[src/rtl/sevenseg_scan_display.sv]
// Time-multiplexed common-anode seven-segment scanner with per-frame input snapshot.
// Optional build macro: SEVENSEG_LEADING_ZERO_BLANK_EN suppresses leading zero digits.
module sevenseg_scan_display #(
  parameter int DIGITS      = 4,
  parameter int REFRESH_DIV = 50000,
  parameter int ACTIVE_LOW  = 1
) (
  input  logic                  clk,
  input  logic                  reset,
  input  logic [DIGITS*4-1:0]   digits,
  input  logic [DIGITS-1:0]     dp_in,
  input  logic                  blank,
  output logic [DIGITS-1:0]     an,
  output logic [6:0]            seg,
  output logic                  dp
);

  localparam int CNT_W = (REFRESH_DIV > 1) ? $clog2(REFRESH_DIV) : 1;
  localparam int IDX_W = (DIGITS > 1) ? $clog2(DIGITS) : 1;
  localparam logic [CNT_W-1:0] CNT_MAX = CNT_W'(REFRESH_DIV - 1);
  localparam logic [IDX_W-1:0] IDX_MAX = IDX_W'(DIGITS - 1);

  typedef enum logic {IDLE = 1'b0, SCAN = 1'b1} state_t;

  state_t                state, state_nxt;
  logic [CNT_W-1:0]      div_cnt;
  logic [IDX_W-1:0]      idx, idx_nxt;
  logic [DIGITS*4-1:0]   shadow, shadow_nxt;
  logic [DIGITS-1:0]     dp_shadow, dp_shadow_nxt;
  logic                  tick;
  logic                  running;

  logic [3:0]            nib;
  logic                  dp_cur;
  logic [DIGITS-1:0]     an_onehot;
  logic                  lz_blank;
  logic                  show;
  logic [DIGITS-1:0]     an_act;
  logic [6:0]            seg_act;
  logic                  dp_act;

  function automatic logic [6:0] hex7(input logic [3:0] v);
    logic [6:0] s;
    case (v)
      4'h0: s = 7'h3F;
      4'h1: s = 7'h06;
      4'h2: s = 7'h5B;
      4'h3: s = 7'h4F;
      4'h4: s = 7'h66;
      4'h5: s = 7'h6D;
      4'h6: s = 7'h7D;
      4'h7: s = 7'h07;
      4'h8: s = 7'h7F;
      4'h9: s = 7'h6F;
      4'hA: s = 7'h77;
      4'hB: s = 7'h7C;
      4'hC: s = 7'h39;
      4'hD: s = 7'h5E;
      4'hE: s = 7'h79;
      default: s = 7'h71;
    endcase
    return s;
  endfunction

  assign tick    = (div_cnt == CNT_MAX);
  assign running = (state == SCAN);

  // refresh divider
  always_ff @(posedge clk or posedge reset) begin
    if (reset) begin
      div_cnt <= '0;
    end else if (tick) begin
      div_cnt <= '0;
    end else begin
      div_cnt <= div_cnt + 1'b1;
    end
  end

  // scan state, digit index and frame snapshot
  always_ff @(posedge clk or posedge reset) begin
    if (reset) begin
      state     <= IDLE;
      idx       <= '0;
      shadow    <= '0;
      dp_shadow <= '0;
    end else begin
      state     <= state_nxt;
      idx       <= idx_nxt;
      shadow    <= shadow_nxt;
      dp_shadow <= dp_shadow_nxt;
    end
  end

  always_comb begin
    state_nxt     = state;
    idx_nxt       = idx;
    shadow_nxt    = shadow;
    dp_shadow_nxt = dp_shadow;
    case (state)
      IDLE: begin
        if (tick) begin
          state_nxt     = SCAN;
          idx_nxt       = '0;
          shadow_nxt    = digits;
          dp_shadow_nxt = dp_in;
        end
      end
      SCAN: begin
        if (tick) begin
          if (idx == IDX_MAX) begin
            // frame boundary: the only point where new input becomes visible
            idx_nxt       = '0;
            shadow_nxt    = digits;
            dp_shadow_nxt = dp_in;
          end else begin
            idx_nxt = idx + 1'b1;
          end
        end
      end
      default: begin
        state_nxt = IDLE;
      end
    endcase
  end

  // output decode of the current slot
  always_comb begin
    nib       = 4'h0;
    dp_cur    = 1'b0;
    an_onehot = '0;
    lz_blank  = 1'b0;
    for (int i = 0; i < DIGITS; i++) begin
      if (idx == IDX_W'(i)) begin
        nib          = shadow[i*4 +: 4];
        dp_cur       = dp_shadow[i];
        an_onehot[i] = 1'b1;
      end
    end
`ifdef SEVENSEG_LEADING_ZERO_BLANK_EN
    begin
      logic zero_above;
      zero_above = 1'b1;
      for (int i = DIGITS - 1; i >= 1; i--) begin
        zero_above = zero_above && (shadow[i*4 +: 4] == 4'h0);
        if ((idx == IDX_W'(i)) && zero_above) begin
          lz_blank = 1'b1;
        end
      end
    end
`endif
    show    = running && !blank && !lz_blank;
    an_act  = show ? an_onehot : '0;
    seg_act = show ? hex7(nib) : 7'h00;
    dp_act  = show && dp_cur;
  end

  assign an  = (ACTIVE_LOW != 0) ? ~an_act  : an_act;
  assign seg = (ACTIVE_LOW != 0) ? ~seg_act : seg_act;
  assign dp  = (ACTIVE_LOW != 0) ? ~dp_act  : dp_act;

endmodule

[config.mk]
export PLATFORM = sky130hd
export DESIGN_NAME = sevenseg_scan_display
export DESIGN_NICKNAME = d
export VERILOG_FILES = /design/src/rtl/sevenseg_scan_display.sv
export SDC_FILE = /design/constraint.sdc
export NUM_CORES = 1
export LEC_CHECK = 0
export CAP_MARGIN = 10
export CORE_ASPECT_RATIO = 1.4
export CORE_MARGIN = 5
export CORE_UTILIZATION = 53
export DETAILED_ROUTE_END_ITERATION = 8
export GPL_TIMING_DRIVEN = 1
export PLACE_DENSITY = 0.79
export SYNTH_ARGS = -nofsm -noshare
export SYNTH_HDL_FRONTEND = slang
export SYNTH_SLANG_ARGS = --single-unit
[constraint.sdc]
create_clock -name clk -period 3.6 [get_ports clk]
set_input_delay 1.08 -clock clk [delete_from_list [all_inputs] [get_ports clk]]
set_output_delay 1.08 -clock clk [all_outputs]
set_load 0.1 [all_outputs]
---- Yosys cells after proc, flatten, opt, wreduce, memory -nomap -nowiden ----
Memory sizes are Yosys's and may differ from the RTL's.
Cells that the tools add are included.
cells by class
  $add $sub $neg .......................... 2
  eq/ne operators ......................... 7
  multiplexer cells ....................... 29
  bitwise gates (word level) .............. 4
  reduce and logical (&&, ||, !) cells .... 6
operators with widths
  kind                                                              number
  16-bit 2-to-1 mux                                                 4
  4-bit 2-to-1 mux                                                  8
  16-bit one-hot mux with 2 select lines                            1
  16-bit by 1-bit adder with 16-bit output (second input constant)  1
  16-bit == test (second input constant)                            1
  1-bit 2-to-1 mux                                                  10
  4-bit one-hot mux with 2 select lines                             1
  7-bit 2-to-1 mux                                                  1
  7-bit inverter                                                    1
  2-bit 2-to-1 mux                                                  3
  2-bit == test (second input constant)                             2
  2-bit by 1-bit != test with 1-bit output (second input constant)  2
  4-bit inverter                                                    1
  2-bit one-hot mux with 2 select lines                             1
  3-bit AND reduction                                               1
  2-bit by 1-bit adder with 2-bit output (second input constant)    1
  2-bit by 1-bit == test with 1-bit output (second input constant)  1
  1-bit logical AND                                                 2
  2-bit zero test                                                   1
  2-bit != test (second input constant)                             1
  1-bit inverter                                                    2
  2-bit AND reduction                                               1
  1-bit zero test                                                   1
storage, ports and cells
  register bits ........................... 39
  ROM bits ................................ 112
  input port bits ......................... 23
  output and inout bits ................... 12
  logic and storage cells ................. 54
  memories ................................ 1
memories
  name             depth  width  rd ports  clocked after Yosys merged registers in  wr ports  RTL line  text
  (no name shown)  16     7      1         0                                        0         44        case (v)

---- Depth between registers and ports, before layout ----
An unclocked memory read counts as a cell.
  depth in word-level cells ............... 8
  mapped depth ............................ 11
  depth with buffers taken out ............ 10

---- Least setup slack after synthesis ----
No wires, ideal clock.
  path type ............................... register to output
  from .................................... reg idx[0]
  to ...................................... out seg[4]
  data arrival time ....................... 3.214 ns
  data required time ...................... 2.520 ns
  path slack .............................. -0.694 ns
  stages on the path, launching flop included .. 9
  cell sequence ........................... dfrtp_1 -> ha_1 -> buf_2 -> nor2b_1 -> a22oi_1 -> a221oi_2 -> inv_1 -> ha_1 -> o221ai_1
on the way
  word-level cells in the longest chain between the ends .. 8
ends and longest elaborated chain
  element                        RTL line  text
  from (decl)                    27        logic [IDX_W-1:0] idx, idx_nxt;
  from (signal assigned)         88        idx <= idx_nxt;
  2-bit zero test                133       if (idx == IDX_W'(i)) begin
  4-bit 2-to-1 mux (3 in a row)  133
  4-bit 2-to-1 mux *             133
  memory read 16 x 7 bit *       --
  7-bit 2-to-1 mux *             153       seg_act = show ? hex7(nib) : 7'h00;
  7-bit inverter *               158       assign seg = (ACTIVE_LOW != 0) ? ~seg_act : seg_act;
  to (decl)                      14        output logic [6:0] seg,
Mark *: on every way between the ends. The rest lies on a longest branch, timed or not.

---- Worst setup path after layout ----
  from .................................... reg idx[1]
  to ...................................... out seg[6]
The elaborated chain is that of the path after synthesis.

==> results.sh <==
export IMPL_place_hpwl_um=3600
export IMPL_wl_um=5200
export IMPL_io_buffers=34
export IMPL_yosysUniqueCellTypes=40
export IMPL_vias=1706
export IMPL_fp_dieH_um=85.6
export IMPL_rsz0062_at_grt="true"
export IMPL_skew_ps=4.80
export IMPL_cts_buffers=5
export IMPL_cts_max_level=2
export IMPL_setup_tns_ps=-40.9
export IMPL_drv_slew=0
export IMPL_final_hold_viol_count=0
export IMPL_row_count=27
export IMPL_gp_congestion=0.829
export IMPL_arrival_ps=2550
export IMPL_dr_pass1_iters=4
export IMPL_tightest_slew_ps=503
export IMPL_netSwitchingPower_mw=0.151
export IMPL_yosysMostFrequentCell="dfrtp_1"
export IMPL_setup_slack_ps=-31.6
export IMPL_synth_flop_cell="dfrtp_1"
export IMPL_p_int_mw=0.589
export IMPL_grt_overflow_total=0
export IMPL_pwr_share_clk_pct=36.3
export IMPL_grtUsageTotal_pct=18.5
export IMPL_cts_sinks=39
export IMPL_cp_max_fo=10
export IMPL_wl_per_cell_um=17.3
export IMPL_clock_fmax_mhz=275
export IMPL_core_area_mm2=0.00395
export IMPL_total_power_mw=0.740
export IMPL_clk_pin_slew_ps=70
export IMPL_slew_headroom_pct=66.1
export IMPL_utilization_pct=78.7
export IMPL_drtIter0Drc=45
export IMPL_setup_violations=2
export IMPL_clk_latency_ps=280
export IMPL_start_util_pct=54.7
export IMPL_fin_crit_ps=3630
export IMPL_hold_class="flip-flop to flip-flop"
export IMPL_synthToLayoutAreaGrowth_pct=43.9
export IMPL_ir_drop_mv=0.246
export IMPL_final_area_mm2=0.00311
export IMPL_drc=0
export IMPL_yosys_warnings=0
export IMPL_synth_top_cell_area_share_pct=45.1
export IMPL_synth_area_leader_cell="dfrtp_1"
export IMPL_antenna_left=0
export IMPL_final_nets=292
export IMPL_synth_commonest_cells="dfrtp_1 (39), mux2_1 (20), nand2_1 (17)"
export IMPL_power_frac_comb_pct=4.5
export IMPL_grt_antenna_before_repair=0
export IMPL_grt_max_degree=40
export IMPL_timing_final_crit_share_pct=101
export IMPL_async_flop_share_pct=100
export IMPL_cts_root_buffer="clkbuf_8"
export IMPL_max_cap_violations=0
export IMPL_worstSetupEndpointType="primary output"
export IMPL_dieWidth_um=64.0
export IMPL_dp_cells=279
export IMPL_p_seq_share_pct=59.2
export IMPL_leakage_nw=1.40
export IMPL_synth_nets=235
export IMPL_yosysSeqAreaShare_pct=45.1
export IMPL_grt_pass1_vias=1756
export IMPL_worstSetupPathType="flip-flop to primary output"
export IMPL_place_ws_ps=197
export IMPL_die_area_mm2=0.00547
export IMPL_drive_gt1_share_pct=32.7
export IMPL_swShare_pct=20.5
export IMPL_power_density_mw_per_mm2=238
export IMPL_post_dp_cell_area_mm2=0.00280
export IMPL_cp_start_kind="flip-flop"
export IMPL_synth_area_per_cell_um2=10.8
export IMPL_holdWs_ps=494
export IMPL_grt_pass1_wl_um=8090
export IMPL_worst_ep_required_time_ps=2520
export IMPL_synth_edf_count=0
export IMPL_finalNonFillerCells=300
export IMPL_ys_top_cells_by_area="dfrtp_1 (45%), mux2_1 (10%), ha_1 (6.4%), xor2_1 (3.6%), nand2_1 (3.0%)"
export IMPL_routed_via_density=5.69
export IMPL_status="complete, but fails checks"
export IMPL_violations="setup timing"
export IMPL_cts_buffer_depth=2
export IMPL_postSynthCellCount=201
export IMPL_ys_seq_elements=39
export IMPL_tritoncts="yes"
export IMPL_n_fill_cell=232
export IMPL_syn_area_mm2=0.00216
export IMPL_num_io_pins=35
export IMPL_n_antenna_cell=0
## cell usage in the layout, fill, tap and decap left out, types with 8 or more instances in the layout
| cell type | n |
|---|---|
| buf_4 | 22 |
| mux2_1 | 20 |
| dfrtp_1 | 37 |
| buf_12 | 11 |
| ha_4 | 8 |
| nand2_1 | 15 |
| clkdlybuf4s50_1 | 22 |
| nor2_1 | 12 |
| nand3_1 | 11 |
| xor2_1 | 9 |
## critical path, stage by stage (launching register included)
cell and delay (ps):
dfrtp_2 440, buf_4 150, ha_4 190, buf_4 170, a211oi_2 220, a211oi_2 90, buf_4 180, or2_4 290
o211ai_1 280, clkbuf_16 270
## layer usage
| layer | global-route usage (%) | vias to the layer above | share of wire [%] |
|---|---|---|---|
| met5 | 0 | - | 0 |
| met4 | 6.43 | 0 | 2.2 |
| met3 | 4.06 | 11 | 3.4 |
| met2 | 34.6 | 34 | 57 |
| met1 | 20.0 | 847 | 37 |
| li1 | - | 814 | - |
## registers in the layout (all words and copies together), names as in the netlist
name and flops:
div_cnt 16, dp_shadow 4, idx 2, running 1
shadow 16
## layout make-up
cell class / instances / area (µm²) / share of cell area [%]
clock buffer: 6 / 72.6 / 2.33
inverter: 9 / 38.8 / 1.25
multi-input combinational: 145 / 1320 / 42.3
sequential: 39 / 978 / 31.4
tap: 43 / 53.8 / 1.73
timing repair buffer: 58 / 653 / 21.0
## path summary, 6_finish.rpt
kind	end	slack [ps]	cells past startpoint	startpoint
setup / recovery	seg[6]	-30	9	idx[1]
hold / removal	dp_shadow[3]	490	1	dp_shadow[3]
setup reg to reg	shadow[0]	1170	7	div_cnt[0]
hold reg to reg	dp_shadow[3]	490	1	dp_shadow[3]
max in group asynchronous	idx[1]	2020	3	reset
min in group asynchronous	div_cnt[15]	1200	3	reset
## power by group through the flow
| stage | clock, mW | sequential [mW] | combinational [mW] |
|---|---|---|---|
| after floorplan | 0 | 0.446 | 0.00665 |
| after global placement | 0 | 0.446 | 0.0337 |
| after detailed placement | 0 | 0.446 | 0.0342 |
| after CTS | 0.276 | 0.438 | 0.0342 |
| after global routing | 0.298 | 0.438 | 0.0367 |
| final | 0.269 | 0.438 | 0.0333 |
## cell families after synthesis
| kind of cell | share of synthesized area, % |
|---|---|
| buffers and inverters | 3.82 |
| DFF | 45.1 |
| xor gates and xnor gates | 5.67 |
| and+or+nand+nor | 17.5 |
| AOI/OAI and AO/OA | 8.16 |
| adders and majority gates | 6.37 |
| muxes | 13.4 |
## timing repair
| action | 4_1_cts | 5_1_grt |
|---|---|---|
| cloned | 0 | 1 |
| pin swaps | 3 | 9 |
| endpoints found under the setup margin | 4 | 6 |
| gates resized for setup | 10 | 16 |
| hold buffers | 0 | 0 |
| buffers inserted | 3 | 11 |
No activity file was read; power rests on OpenSTA's default activity.
